## config.mk

```make
export PLATFORM = sky130hd
export DESIGN_NAME = edge_event_scheduler
export DESIGN_NICKNAME = d
export VERILOG_FILES = /design/src/rtl/edge_evt_pkg.sv /design/src/rtl/edge_event_scheduler_rr_pick.sv /design/src/rtl/edge_event_scheduler.sv
export SDC_FILE = /design/constraint.sdc
export NUM_CORES = 1
export LEC_CHECK = 0
export ABC_CLOCK_PERIOD_IN_PS = 6300
export CORE_UTILIZATION = 55
export CTS_BUF_LIST = sky130_fd_sc_hd__clkbuf_4 sky130_fd_sc_hd__clkbuf_8
export DETAILED_ROUTE_END_ITERATION = 8
export PLACE_DENSITY_LB_ADDON = 0.2
export SLEW_MARGIN = 20
export SYNTH_ARGS = -nofsm -noshare
export SYNTH_HDL_FRONTEND = slang
export SYNTH_SLANG_ARGS = --single-unit
export TNS_END_PERCENT = 100
```

## constraint.sdc

```tcl
create_clock -name clk -period 6.3 [get_ports clk]
set_input_delay 1.26 -clock clk [delete_from_list [all_inputs] [get_ports clk]]
set_output_delay 1.26 -clock clk [all_outputs]
set_load 0.005 [all_outputs]
```

## src/rtl/edge_evt_pkg.sv

```systemverilog
// Shared types and constants for the edge event scheduler.
package edge_evt_pkg;

  localparam int N_DEFAULT = 8;
  localparam int EVT_CNT_W = 16;

  typedef enum logic {
    IDLE  = 1'b0,
    OFFER = 1'b1
  } evt_state_t;

endpackage

```

## src/rtl/edge_event_scheduler_rr_pick.sv

```systemverilog
// Combinational round-robin picker: first set bit of req at or above start,
// wrapping modulo N.
module rr_pick #(
  parameter int N   = 8,
  parameter int IDW = $clog2(N)
) (
  input  logic [N-1:0]   req,
  input  logic [IDW-1:0] start,
  output logic           any,
  output logic [IDW-1:0] idx
);

  logic [IDW-1:0] j;

  // Walk offsets from far to near so the nearest hit is written last.
  always_comb begin
    any = 1'b0;
    idx = '0;
    j   = '0;
    for (int k = N - 1; k >= 0; k--) begin
      j = IDW'((int'(start) + k) % N);
      if (req[j]) begin
        any = 1'b1;
        idx = j;
      end
    end
  end

endmodule

```

## src/rtl/edge_event_scheduler.sv

```systemverilog
// Per-bit any-edge detector that queues edges as pending events and offers
// them one at a time, round-robin, over a valid/ready handshake.
//
//   state | meaning
//   ------+-------------------------------------------------------------
//   IDLE  | nothing offered; picks from pending starting at rr_ptr
//   OFFER | evt_id/evt_rise offered; on accept loads next winner or idles
module edge_event_scheduler
  import edge_evt_pkg::*;
#(
  parameter int N   = N_DEFAULT,
  parameter int IDW = $clog2(N)
) (
  input  logic                 clk,
  input  logic                 reset,
  input  logic [N-1:0]         in,
  input  logic [N-1:0]         mask,
  input  logic [N-1:0]         ovf_clr,
  input  logic                 evt_ready,
  output logic                 evt_valid,
  output logic [IDW-1:0]       evt_id,
  output logic                 evt_rise,
  output logic [N-1:0]         pending,
  output logic [N-1:0]         overflow,
  output logic [EVT_CNT_W-1:0] evt_count
);

  evt_state_t           state, state_n;
  logic [N-1:0]         d_last;
  logic                 armed;
  logic [N-1:0]         pend_q;
  logic [N-1:0]         pol_q;
  logic [N-1:0]         ovf_q;
  logic [IDW-1:0]       rr_ptr;
  logic [IDW-1:0]       id_q, id_n;
  logic                 rise_q, rise_n;
  logic [EVT_CNT_W-1:0] cnt_q;

  logic [N-1:0]   edge_vec;
  logic [N-1:0]   id_oh;
  logic [N-1:0]   acc_oh;
  logic [N-1:0]   pol_upd;
  logic           accept;
  logic [IDW-1:0] next_start;
  logic           any_idle, any_b2b;
  logic [IDW-1:0] idx_idle, idx_b2b;

  assign edge_vec   = (in ^ d_last) & mask & {N{armed}};
  assign accept     = (state == OFFER) && evt_ready;
  assign id_oh      = N'(1) << id_q;
  assign acc_oh     = accept ? id_oh : '0;
  assign next_start = (id_q == IDW'(N - 1)) ? '0 : id_q + IDW'(1);
  // A new edge may overwrite polarity only when the slot is free or being
  // vacated this cycle; otherwise the first event wins.
  assign pol_upd    = edge_vec & (~pend_q | acc_oh);

  rr_pick #(.N(N), .IDW(IDW)) u_pick_idle (
    .req   (pend_q),
    .start (rr_ptr),
    .any   (any_idle),
    .idx   (idx_idle)
  );

  rr_pick #(.N(N), .IDW(IDW)) u_pick_b2b (
    .req   (pend_q & ~id_oh),
    .start (next_start),
    .any   (any_b2b),
    .idx   (idx_b2b)
  );

  always_ff @(posedge clk) begin
    if (reset) begin
      state  <= IDLE;
      id_q   <= '0;
      rise_q <= 1'b0;
    end else begin
      state  <= state_n;
      id_q   <= id_n;
      rise_q <= rise_n;
    end
  end

  always_comb begin
    state_n   = state;
    id_n      = id_q;
    rise_n    = rise_q;
    evt_valid = 1'b0;
    case (state)
      IDLE: begin
        if (any_idle) begin
          state_n = OFFER;
          id_n    = idx_idle;
          rise_n  = pol_q[idx_idle];
        end
      end
      OFFER: begin
        evt_valid = 1'b1;
        if (evt_ready) begin
          if (any_b2b) begin
            id_n   = idx_b2b;
            rise_n = pol_q[idx_b2b];
          end else begin
            state_n = IDLE;
          end
        end
      end
      default: state_n = IDLE;
    endcase
  end

  always_ff @(posedge clk) begin
    if (reset) begin
      d_last <= '0;
      armed  <= 1'b0;
      pend_q <= '0;
      pol_q  <= '0;
      ovf_q  <= '0;
      rr_ptr <= '0;
      cnt_q  <= '0;
    end else begin
      d_last <= in;
      armed  <= 1'b1;
      pend_q <= (pend_q & ~acc_oh) | edge_vec;
      pol_q  <= (pol_q & ~pol_upd) | (in & pol_upd);
      ovf_q  <= (ovf_q & ~ovf_clr) | (edge_vec & pend_q & ~acc_oh);
      if (accept) begin
        rr_ptr <= next_start;
        if (cnt_q != '1) cnt_q <= cnt_q + EVT_CNT_W'(1);
      end
    end
  end

  assign evt_id    = id_q;
  assign evt_rise  = rise_q;
  assign pending   = pend_q;
  assign overflow  = ovf_q;
  assign evt_count = cnt_q;

endmodule

```

==> summary.md, run 1 <==
| Metric | Value |
|---|---|
| Async SR Flop Fraction | 0% |
| Crit end category | flip-flop |
| CTS Sinks | 57 |
| RSZ-0062 raised after global routing | false |
| Largest net degree at the start of global routing | 55 |
| Buffers & Inverters on Critical Path | 1 |
| Antenna viol nets, final | 0 |
| Clk buf depth | 2 |
| Max stage delay on crit path | 0.75 ns |
| First-pass GRT wire length | 19700 um |
| Num rows | 31 |
| Clock-pin slew on the worst setup and hold paths | approximately 0.070 ns |
| Worst setup SP type | flip-flop |
| Worst-margin pin slew | 0.949 ns |
| Final Max Slew Viols | 0 |
| Setup-failing EPs final | 0 |
| DP HPWL | between 8000 and 9000 um |
| Final period utilization | 78.2% |
| CTS root buf | clkbuf_8 |
| Post-Route WL | 11900 um |
| Syn avg cell area | 8.19 um2 |
| Total track usage | 30.2% |
| Max Fanout on Critical Path | 16 |
| Slew headroom | 36.7% |
| Die span in y | 89.8 um |
| Die Wd | 89.8 um |
| Synth Register Bits | 57 |
| Hold Buf Count CTS | 0 |
| Setup TNS | 0 ns |
| GRT overflow | 0 |
| Hold Fails Final Rpt | 0 |
| Core Footprint | 7370 um2 |
| Ys Warns | 0 |
| Post-CTS setup buffers | 0 |
| R2R setup slack | 1.38 ns |
| Hold depth | 2 |
| Initial drt markers | approximately 350 |
| Num ports | 64 |
| WP depth | 13 |
| Final non-filler cell area | 5060 um2 |
| NumNets Final | 603 |
| Vias per cell | 6.22 |
| VDD IR-drop max | 0.237 mV |
| Starting density of the core | 57.6% |
| Footprint of the multi-input gates | roughly 2900 um2 |
| Req. time, crit path | 6.49 ns |
| Final Skew | about 0.0056 ns |
| Sequential-to-total area share from yosys stat | 26.9% |
| Die ar. | around 8000 um2 |
| Area post-placement | 4860 um2 |
| Worst path most repeated cell | mux2_2 |
| CP Cell Sequence | clkinv_1 -> ha_1 -> mux4_2 -> mux2_2 -> nand2b_1 -> nor3_1 -> o21ai_1 -> o2bb2ai_1 -> or2_1 -> mux2_4 -> a2111oi_0 -> mux2_2 -> a311oi_1 |
| CP max stage cell | dfxtp_1 |
| Post-synth top flop | dfxtp_1 |
| Seq. cell area | 1140 um2 |
| Power per cell area | between 300 and 400 nW/um2 |
| Vias | 4167 |
| Max frequency | 0.203 GHz |
| Routed WL per cell | 17.8 um |
| # diodes | 0 |
| Initial antenna violation count | 0 |
| 1st-pass router iterations | 5 |
| Crit Path Category | flip-flop to flip-flop |
| GP Congestion | roughly 0.91 |
| Synthesized area | 4240 um2 |
| Share of cells above drive strength 1 | about a tenth |
| Layout filler cell count | ~570 |
| Max cap viols | 0 |
| Worst Reg-to-Reg Cells | 13 |
| Fin crit period | 4.92 ns |
| DRC Markers | 0 |
| Synth cell types | 55 |
| Syn nets | 555 |
| Status | completed |
| CTS Buf Count | 9 |
| CP arrival | 5.12 ns |
| Commonest non-fill, non-tap cell in the layout | nor2_1 |
| Gates resized, CTS repair | 0 |
| CTS tree | yes |
| Synth Instances | approximately 520 |
| Post-synth EDFFs | 0 |
| Vias in the first global route | 3996 |
| Leak | 0.00189 uW |
| Class of the worst hold path | flip-flop to flip-flop |
| Area Growth Syn to Fin | 19.3% |
| Clk_lat worst skew | around 0.34 ns |
| Most frequent cells in the layout | nor2_1 (71), clkdlybuf4s50_1 (62), dfxtp_1 (57) |
| Port buffer count | between 60 and 70 |
| CP delay by family, top | multiplexers |
| Htree depth | 3 |
[worst reg2reg max path, cell delays in order (launching register included)]
cell	delay, ns
dfxtp_1	0.75
clkinv_1	0.43
ha_1	0.59
mux4_2	0.42
mux2_2	0.32
nand2b_1	0.19
nor3_1	0.21
o21ai_1	0.09
o2bb2ai_1	0.22
or2_1	0.30
mux2_4	0.34
a2111oi_0	0.59
mux2_2	0.29
a311oi_1	0.04
[metal layers]
layer / up-vias / global-route usage, % / wire, um
met5: - / 0 / 0
met4: 0 / 12.4 / 318
met3: 32 / 4.74 / 649
met2: 181 / 49.9 / 5740
met1: 1978 / 39.2 / 5210
li1: 1976 / - / -
[layout make-up]
class	instances	share of cell area [%]
Timing Repair Buffer	63	12.4
Tap cell	99	2.45
Inverter	30	2.22
Clock inverter	5	1.09
Clock buffer	11	2.87
Sequential cell	57	22.5
Multi-Input combinational cell	405	56.5
[cells by family after synthesis]
group | synth area share, %
compound gates | 19.7
xor+xnor | 6.40
fa+ha+maj | 2.95
buf+inv | 5.69
flops | 26.9
mux | 18.4
simple gates | 20.0
[Yosys cell counts, types with 5 or more instances]
cell type	n	area share [%]
nor2_1	71	6.3
dfxtp_1	57	27
a21oi_1	47	5.5
inv_1	25	2.2
o21ai_0	25	2.9
mux2i_1	22	5.2
nand2_1	22	1.9
xor2_1	22	4.5
nand3_1	20	2.4
nor2b_1	20	2.9
mux4_2	19	10
clkbuf_1	16	1.4
ha_1	10	2.9
nor3_1	10	1.2
a211oi_1	9	1.6
a31oi_1	9	1.3
and3_1	9	1.3
mux2_2	9	2.4
xnor2_1	9	1.9
and2_1	7	1.0
buf_2	7	0.83
a21boi_1	5	0.88
[worst paths after layout]
path / startpoint / to
worst min register to register: overflow[4] / overflow[4]
worst min-delay path: overflow[4] / overflow[4]
worst max register to register: rr_ptr[1] / evt_rise
worst max-delay path: rr_ptr[1] / evt_rise
[through the flow]
step	util (%)	instances	setup WS (ns)	total power (uW)	hold slack [ns]
floorplan	-	518	2.36	1370	0.465
detailed placement	66.0	654	1.63	1620	0.487
CTS	68.7	670	1.55	1970	0.497
finish	68.7	670	1.38	2010	0.491
global route	68.7	670	1.19	2130	0.535
global placement	66.0	654	1.78	1620	0.468
[report_power, final]
part           switching, uW  internal, uW
clock network            147           196
registers               73.1           391
logic                    696           502
Power figures use the tool's default switching activity.
==> inputs of run 2 (changes only) <==
--- a/config.mk
+++ b/config.mk
@@ -5,8 +5,8 @@
 export SDC_FILE = /design/constraint.sdc
 export NUM_CORES = 1
 export LEC_CHECK = 0
-export ABC_CLOCK_PERIOD_IN_PS = 6300
-export CORE_UTILIZATION = 55
+export ABC_CLOCK_PERIOD_IN_PS = 4000
+export CORE_UTILIZATION = 51
 export CTS_BUF_LIST = sky130_fd_sc_hd__clkbuf_4 sky130_fd_sc_hd__clkbuf_8
 export DETAILED_ROUTE_END_ITERATION = 8
 export PLACE_DENSITY_LB_ADDON = 0.2
==> constraint.sdc (replaced) <==
create_clock -name clk -period 4 [get_ports clk]
set_input_delay 0.8 -clock clk [delete_from_list [all_inputs] [get_ports clk]]
set_output_delay 0.8 -clock clk [all_outputs]
set_load 0.005 [all_outputs]
==> summary.md, run 2 (synthesis gave the netlist of run 1 again) <==
| Metric | Value |
|---|---|
| Die span in y | 93.2 um (+3.8%) |
| CP arrival | 4.01 ns (-1.11 ns) |
| Slew headroom | 50.2% (+13 points) |
| CTS Buf Count | 9 (unchanged) |
| Switching part of the total | 45.0% (-0.73 points) |
| Port buffer count | 63 (unchanged) |
| GP Congestion | 0.891 (-2.6%) |
| Vias per cell | 5.96 (-4.2%) |
| Routed WL per cell | 17.3 um (-2.7%) |
| Total track usage | 28.9% (-1.2 points) |
| DRC Markers | 0 (unchanged) |
| Final Max Slew Viols | 0 (unchanged) |
| Hold Buf Count CTS | 0 (unchanged) |
| P_int | 1860 uW (+71%) |
| Hold Fails Final Rpt | 0 (unchanged) |
| Clk buf depth | 2 (unchanged) |
| Area post-placement | 5060 um2 (+4.1%) |
| Most frequent cells in the layout | nor2_1 (71), clkdlybuf4s50_1 (62), dfxtp_1 (57) |
| Initial drt markers | 249 (-29%) |
| GRT overflow | 0 (unchanged) |
| Leak | 0.00202 uW (+6.8%) |
| CTS Sinks | 57 (unchanged) |
| CTS root buf | clkbuf_8 |
| Die Wd | 93.2 um (+3.8%) |
| Clk_lat worst skew | 0.34 ns (about the same) |
| NumNets Final | 630 (+4.5%) |
| R2R setup slack | 0.23 ns (-1.14 ns) |
| Worst setup SP type | flip-flop |
| Clock Power Share | 14.6% (-2.5 points) |
| Commonest non-fill, non-tap cell in the layout | nor2_1 |
| Final non-filler cell area | 5280 um2 (+4.3%) |
| Share of cells above drive strength 1 | 14.4% (+4.8 points) |
| Starting density of the core | 53.8% (-3.8 points) |
| Setup TNS | 0 ns (unchanged) |
| Crit Path Category | flip-flop to flip-flop |
| Vias in the first global route | 4108 (+2.8%) |
| 1st-pass router iterations | 5 (unchanged) |
| Fin crit period | 3.77 ns (-1.16 ns) |
| Final core occ | 67.0% (-1.8 points) |
| Vias | 4164 (-0.072%) |
| Final period utilization | 94.2% (+16 points) |
| Status | completed |
| Setup-failing EPs final | 0 (unchanged) |
| First-pass GRT wire length | 19700 um (-0.39%) |
| CTS tree | yes |
| Req. time, crit path | 4.24 ns (-2.25 ns) |
| Crit end category | flip-flop |
| Largest net degree at the start of global routing | 31 (-44%) |
| Max Fanout on Critical Path | 12 (-4) |
| Die ar. | 8690 um2 (+7.7%) |
| Htree depth | 3 (unchanged) |
| Worst-margin pin slew | 0.740 ns (-0.209 ns) |
| P_sw | 1520 uW (+66%) |
| DP HPWL | 9220 um (+6.3%) |
| Max cap viols | 0 (unchanged) |
| Post-Route WL | 12100 um (+1.5%) |
| Area Growth Syn to Fin | 24.5% |
| # diodes | 0 (unchanged) |
| Core Footprint | 7890 um2 (+7.0%) |
| RSZ-0062 raised after global routing | false |
| Antenna viol nets, final | 0 (unchanged) |
| Clock-pin slew on the worst setup and hold paths | 0.06 ns (about the same) |
| Max frequency | 0.265 GHz (+31%) |
| Seq pwr share | 20.3% (-2.8 points) |
| VDD IR-drop max | 0.373 mV (+57%) |
| Final Skew | 0.00976 ns (+0.00418 ns) |
| Class of the worst hold path | flip-flop to flip-flop |
| Num rows | 32 (+3.2%) |
| Initial antenna violation count | 0 (unchanged) |
| Num ports | 64 (unchanged) |
| Logic pwr share | 65.1% (+5.3 points) |
| Power per cell area | 641 nW/um2 (+62%) |
-- run 2: stage by stage --
| stage | cells | power [uW] | hold WS (ns) | setup slack [ns] |
|---|---|---|---|---|
| finish | 699 | 3390 | 0.502 | 0.233 |
| global route | 699 | 3590 | 0.547 | 0.0189 |
| CTS | 698 | 3270 | 0.511 | 0.152 |
| detailed placement | 683 | 2760 | 0.492 | 0.206 |
| global placement | 683 | 2750 | 0.473 | 0.313 |
| floorplan | 518 | 2150 | 0.465 | 0.0647 |
-- run 2: area by class of cell --
type	count	area, um2
Tap cell	102	128
Sequential cell	57	1140
Inverter	30	113
Fill cell	655	2610
Clock inverter	2	12.5
Multi-Input combinational cell	405	2890
Clock buffer	13	173
Timing Repair Buffer	90	828
-- run 2: power groups by stage --
stage	registers, uW	clock network, uW	logic [uW]
after floorplan	673	0	1480
after global placement	698	0	2050
after detailed placement	699	0	2060
after CTS	687	505	2080
after global routing	696	525	2370
final	688	494	2210
-- run 2: repair_timing --
action	4_1_cts	5_1_grt
resized for setup	0	6
endpoints found under the setup margin	0	1
buffers inserted	0	1
-- run 2: final timing paths --
kind | startpoint | endpoint | depth (start not counted)
setup / recovery | evt_id[0] | evt_rise | 15
hold / removal | overflow[4] | overflow[4] | 2
setup reg to reg | evt_id[0] | evt_rise | 15
hold reg to reg | overflow[4] | overflow[4] | 2
-- run 2: worst max-delay path: stages, from the launching register on --
cell,delay (ns)
dfxtp_1,0.43
ha_1,0.23
ha_2,0.25
nor2_2,0.07
inv_1,0.11
buf_4,0.22
nand2_1,0.08
a21boi_0,0.17
mux4_2,0.52
o311ai_1,0.10
a21oi_1,0.07
or4_1,0.52
a31oi_4,0.30
mux2i_1,0.24
mux2i_1,0.09
a311oi_1,0.26
-- run 2: per-layer routing --
layer	global-route usage, %	vias up	wire length, um
li1	-	2023	-
met1	35.8	1927	5110
met2	47.4	173	5610
met3	6.59	41	912
met4	13.8	0	465
met5	0	-	0
==> inputs of run 3 (changes only) <==
--- a/config.mk
+++ b/config.mk
@@ -5,8 +5,8 @@
 export SDC_FILE = /design/constraint.sdc
 export NUM_CORES = 1
 export LEC_CHECK = 0
-export ABC_CLOCK_PERIOD_IN_PS = 4000
-export CORE_UTILIZATION = 51
+export ABC_CLOCK_PERIOD_IN_PS = 4600
+export CORE_UTILIZATION = 55
 export CTS_BUF_LIST = sky130_fd_sc_hd__clkbuf_4 sky130_fd_sc_hd__clkbuf_8
 export DETAILED_ROUTE_END_ITERATION = 8
 export PLACE_DENSITY_LB_ADDON = 0.2
==> constraint.sdc (replaced) <==
create_clock -name clk -period 4.6 [get_ports clk]
set_input_delay 0.92 -clock clk [delete_from_list [all_inputs] [get_ports clk]]
set_output_delay 0.92 -clock clk [all_outputs]
set_load 0.005 [all_outputs]
==> summary.md, run 3 (synthesis gave the netlist of run 1 again) <==
| Metric | Value |
|---|---|
| CP arrival | 4.48 ns (+0.47 ns) |
| Setup TNS | 0 ns (unchanged) |
| Total Power | 2820 uW (-17%) |
| GP Congestion | 0.904 (+1.5%) |
| Slew headroom | 33.7% (-16 points) |
| Worst setup SP type | flip-flop |
| Clk_lat worst skew | 0.34 ns (about the same) |
| Vias per cell | 6.15 (+3.3%) |
| Post-Route WL | 11700 um (-3.2%) |
| DP HPWL | 8670 um (-5.9%) |
| Fin crit period | 4.29 ns (+0.522 ns) |
| Die span in y | 89.8 um (-3.6%) |
| Htree depth | 3 (unchanged) |
| Crit Path Category | flip-flop to flip-flop |
| 1st-pass router iterations | 5 (unchanged) |
| Num ports | 64 (unchanged) |
| Class of the worst hold path | flip-flop to flip-flop |
| Leak | 0.00195 uW (-3.4%) |
| Post-CTS setup buffers | 0 (unchanged) |
| DRC Markers | 0 (unchanged) |
| CP delay by family, top | compound AO/OA/AOI/OAI gates |
| Final Skew | 0.00576 ns (-0.00399 ns) |
| Power per cell area | 547 nW/um2 (-15%) |
| Max frequency | 0.233 GHz (-12%) |
| First-pass GRT wire length | 19200 um (-2.4%) |
| Port buffer count | 63 (unchanged) |
| WP depth | 15 (unchanged) |
| Routed WL per cell | 17.2 um (-0.54%) |
| # diodes | 0 (unchanged) |
| RR Startpoint | evt_id[0] |
| Initial antenna violation count | 0 (unchanged) |
| CTS root buf | clkbuf_8 |
| Crit end category | flip-flop |
| Vias in the first global route | 4026 (-2.0%) |
| CTS Sinks | 57 (unchanged) |
| Max cap viols | 0 (unchanged) |
| Final Max Slew Viols | 0 (unchanged) |
| GRT overflow | 0 (unchanged) |
| NumNets Final | 615 (-2.4%) |
| Final period utilization | 93.2% (-0.94 points) |
| Worst-margin pin slew | 0.986 ns (+0.246 ns) |
| Die Wd | 89.8 um (-3.6%) |
| Worst Reg-to-Reg Cells | 15 (unchanged) |
| Req. time, crit path | 4.80 ns (+0.56 ns) |
| CTS tree | yes |
| Hold Buf Count CTS | 0 (unchanged) |
| Largest net degree at the start of global routing | 55 (+77%) |
| Antenna viol nets, final | 0 (unchanged) |
| Num rows | 31 (-3.1%) |
| Core Footprint | 7370 um2 (-6.6%) |
| Max stage delay on crit path | 0.48 ns (-0.04 ns) |
| Buffers & Inverters on Critical Path | 1 (-1) |
| Total track usage | 29.6% (+0.72 points) |
| Area Growth Syn to Fin | 21.5% |
| Clk buf depth | 2 (unchanged) |
| Gates resized, CTS repair | 0 (unchanged) |
| RR Endpoint | evt_rise |
| Clock-pin slew on the worst setup and hold paths | 0.06 ns (about the same) |
| Die ar. | 8070 um2 (-7.1%) |
| Critical path origin | evt_id[0] |
| Vias | 4184 (+0.48%) |
| Most frequent cells in the layout | nor2_1 (71), clkdlybuf4s50_1 (62), dfxtp_1 (57) |
| Hold Fails Final Rpt | 0 (unchanged) |
| Critical Path End | evt_rise |
| Status | completed |
| Max Fanout on Critical Path | 13 (+1) |
| CP max stage cell | dfxtp_1 |
| CTS Buf Count | 9 (unchanged) |
| R2R setup slack | 0.31 ns (+0.08 ns) |
| Initial drt markers | 273 (+9.6%) |
| Setup-failing EPs final | 0 (unchanged) |
| RSZ-0062 raised after global routing | false |
| CP Cell Sequence | ha_1 -> ha_1 -> nor2_4 -> inv_1 -> ha_1 -> or2_2 -> o2bb2ai_1 -> nand3_1 -> a211oi_1 -> a31oi_1 -> o21ai_4 -> mux2i_1 -> mux2i_1 -> mux2i_1 -> a311oi_1 |
| Commonest non-fill, non-tap cell in the layout | nor2_1 |
| VDD IR-drop max | 0.275 mV (-26%) |
| Starting density of the core | 57.6% (+3.8 points) |
| Share of cells above drive strength 1 | 11.2% (-3.2 points) |
==> run 3: per-stage QoR <==
| stage | cell area, um2 | utilization [%] | hold WS, ns | setup slack, ns | cells |
|---|---|---|---|---|---|
| final | 5150 | 69.9 | 0.493 | 0.312 | 680 |
| after global routing | 5150 | 69.9 | 0.524 | 0.107 | 680 |
| after CTS | 5140 | 69.8 | 0.499 | 0.272 | 680 |
| after detailed placement | 4950 | 67.2 | 0.481 | 0.307 | 666 |
| after global placement | 4950 | 67.2 | 0.466 | 0.518 | 666 |
| after floorplan | 4240 | - | 0.465 | 0.665 | 518 |
==> run 3: worst min-delay path by stage <==
stage / from / end / cells after the start
after detailed placement: overflow[4] / overflow[4] / 2
after global routing: overflow[4] / overflow[4] / 2
after global placement: overflow[0] / overflow[0] / 2
after floorplan: flip-flop / flip-flop / 2
final: overflow[4] / overflow[4] / 2
after CTS: overflow[4] / overflow[4] / 2
==> run 3: worst register-to-register path, stage by stage, from the launching register on <==
cell and delay [ns]:
dfxtp_1 0.48, ha_1 0.23, ha_1 0.33, nor2_4 0.11, inv_1 0.28, ha_1 0.44
or2_2 0.35, o2bb2ai_1 0.34, nand3_1 0.18, a211oi_1 0.30, a31oi_1 0.16, o21ai_4 0.28
mux2i_1 0.26, mux2i_1 0.10, mux2i_1 0.18, a311oi_1 0.11
==> run 3: per-layer routing <==
layer / vias up / GRT usage, % / part of all wire [%]
met5: - / 0 / 0
met4: 0 / 14.6 / 3.2
met3: 34 / 7.53 / 7.9
met2: 190 / 48.8 / 47
met1: 1967 / 36.0 / 42
li1: 1993 / - / -
==> run 3: cell type report <==
| class | instances | area [um2] |
|---|---|---|
| Multi-Input combinational cell | 405 | 2870 |
| Fill cell | 588 | 2220 |
| Sequential cell | 57 | 1140 |
| Timing Repair Buffer | 75 | 716 |
| Clock buffer | 11 | 145 |
| Tap cell | 99 | 124 |
| Inverter | 30 | 113 |
| Clock inverter | 3 | 42.5 |
==> run 3: where the power goes <==
part / total (uW) / switching (uW) / internal (uW) / leakage [uW]
Combinational: 1770 / 1010 / 752 / 0.00139
Clock: 447 / 184 / 263 / 0.0000947
Sequential: 603 / 67.9 / 535 / 0.000465
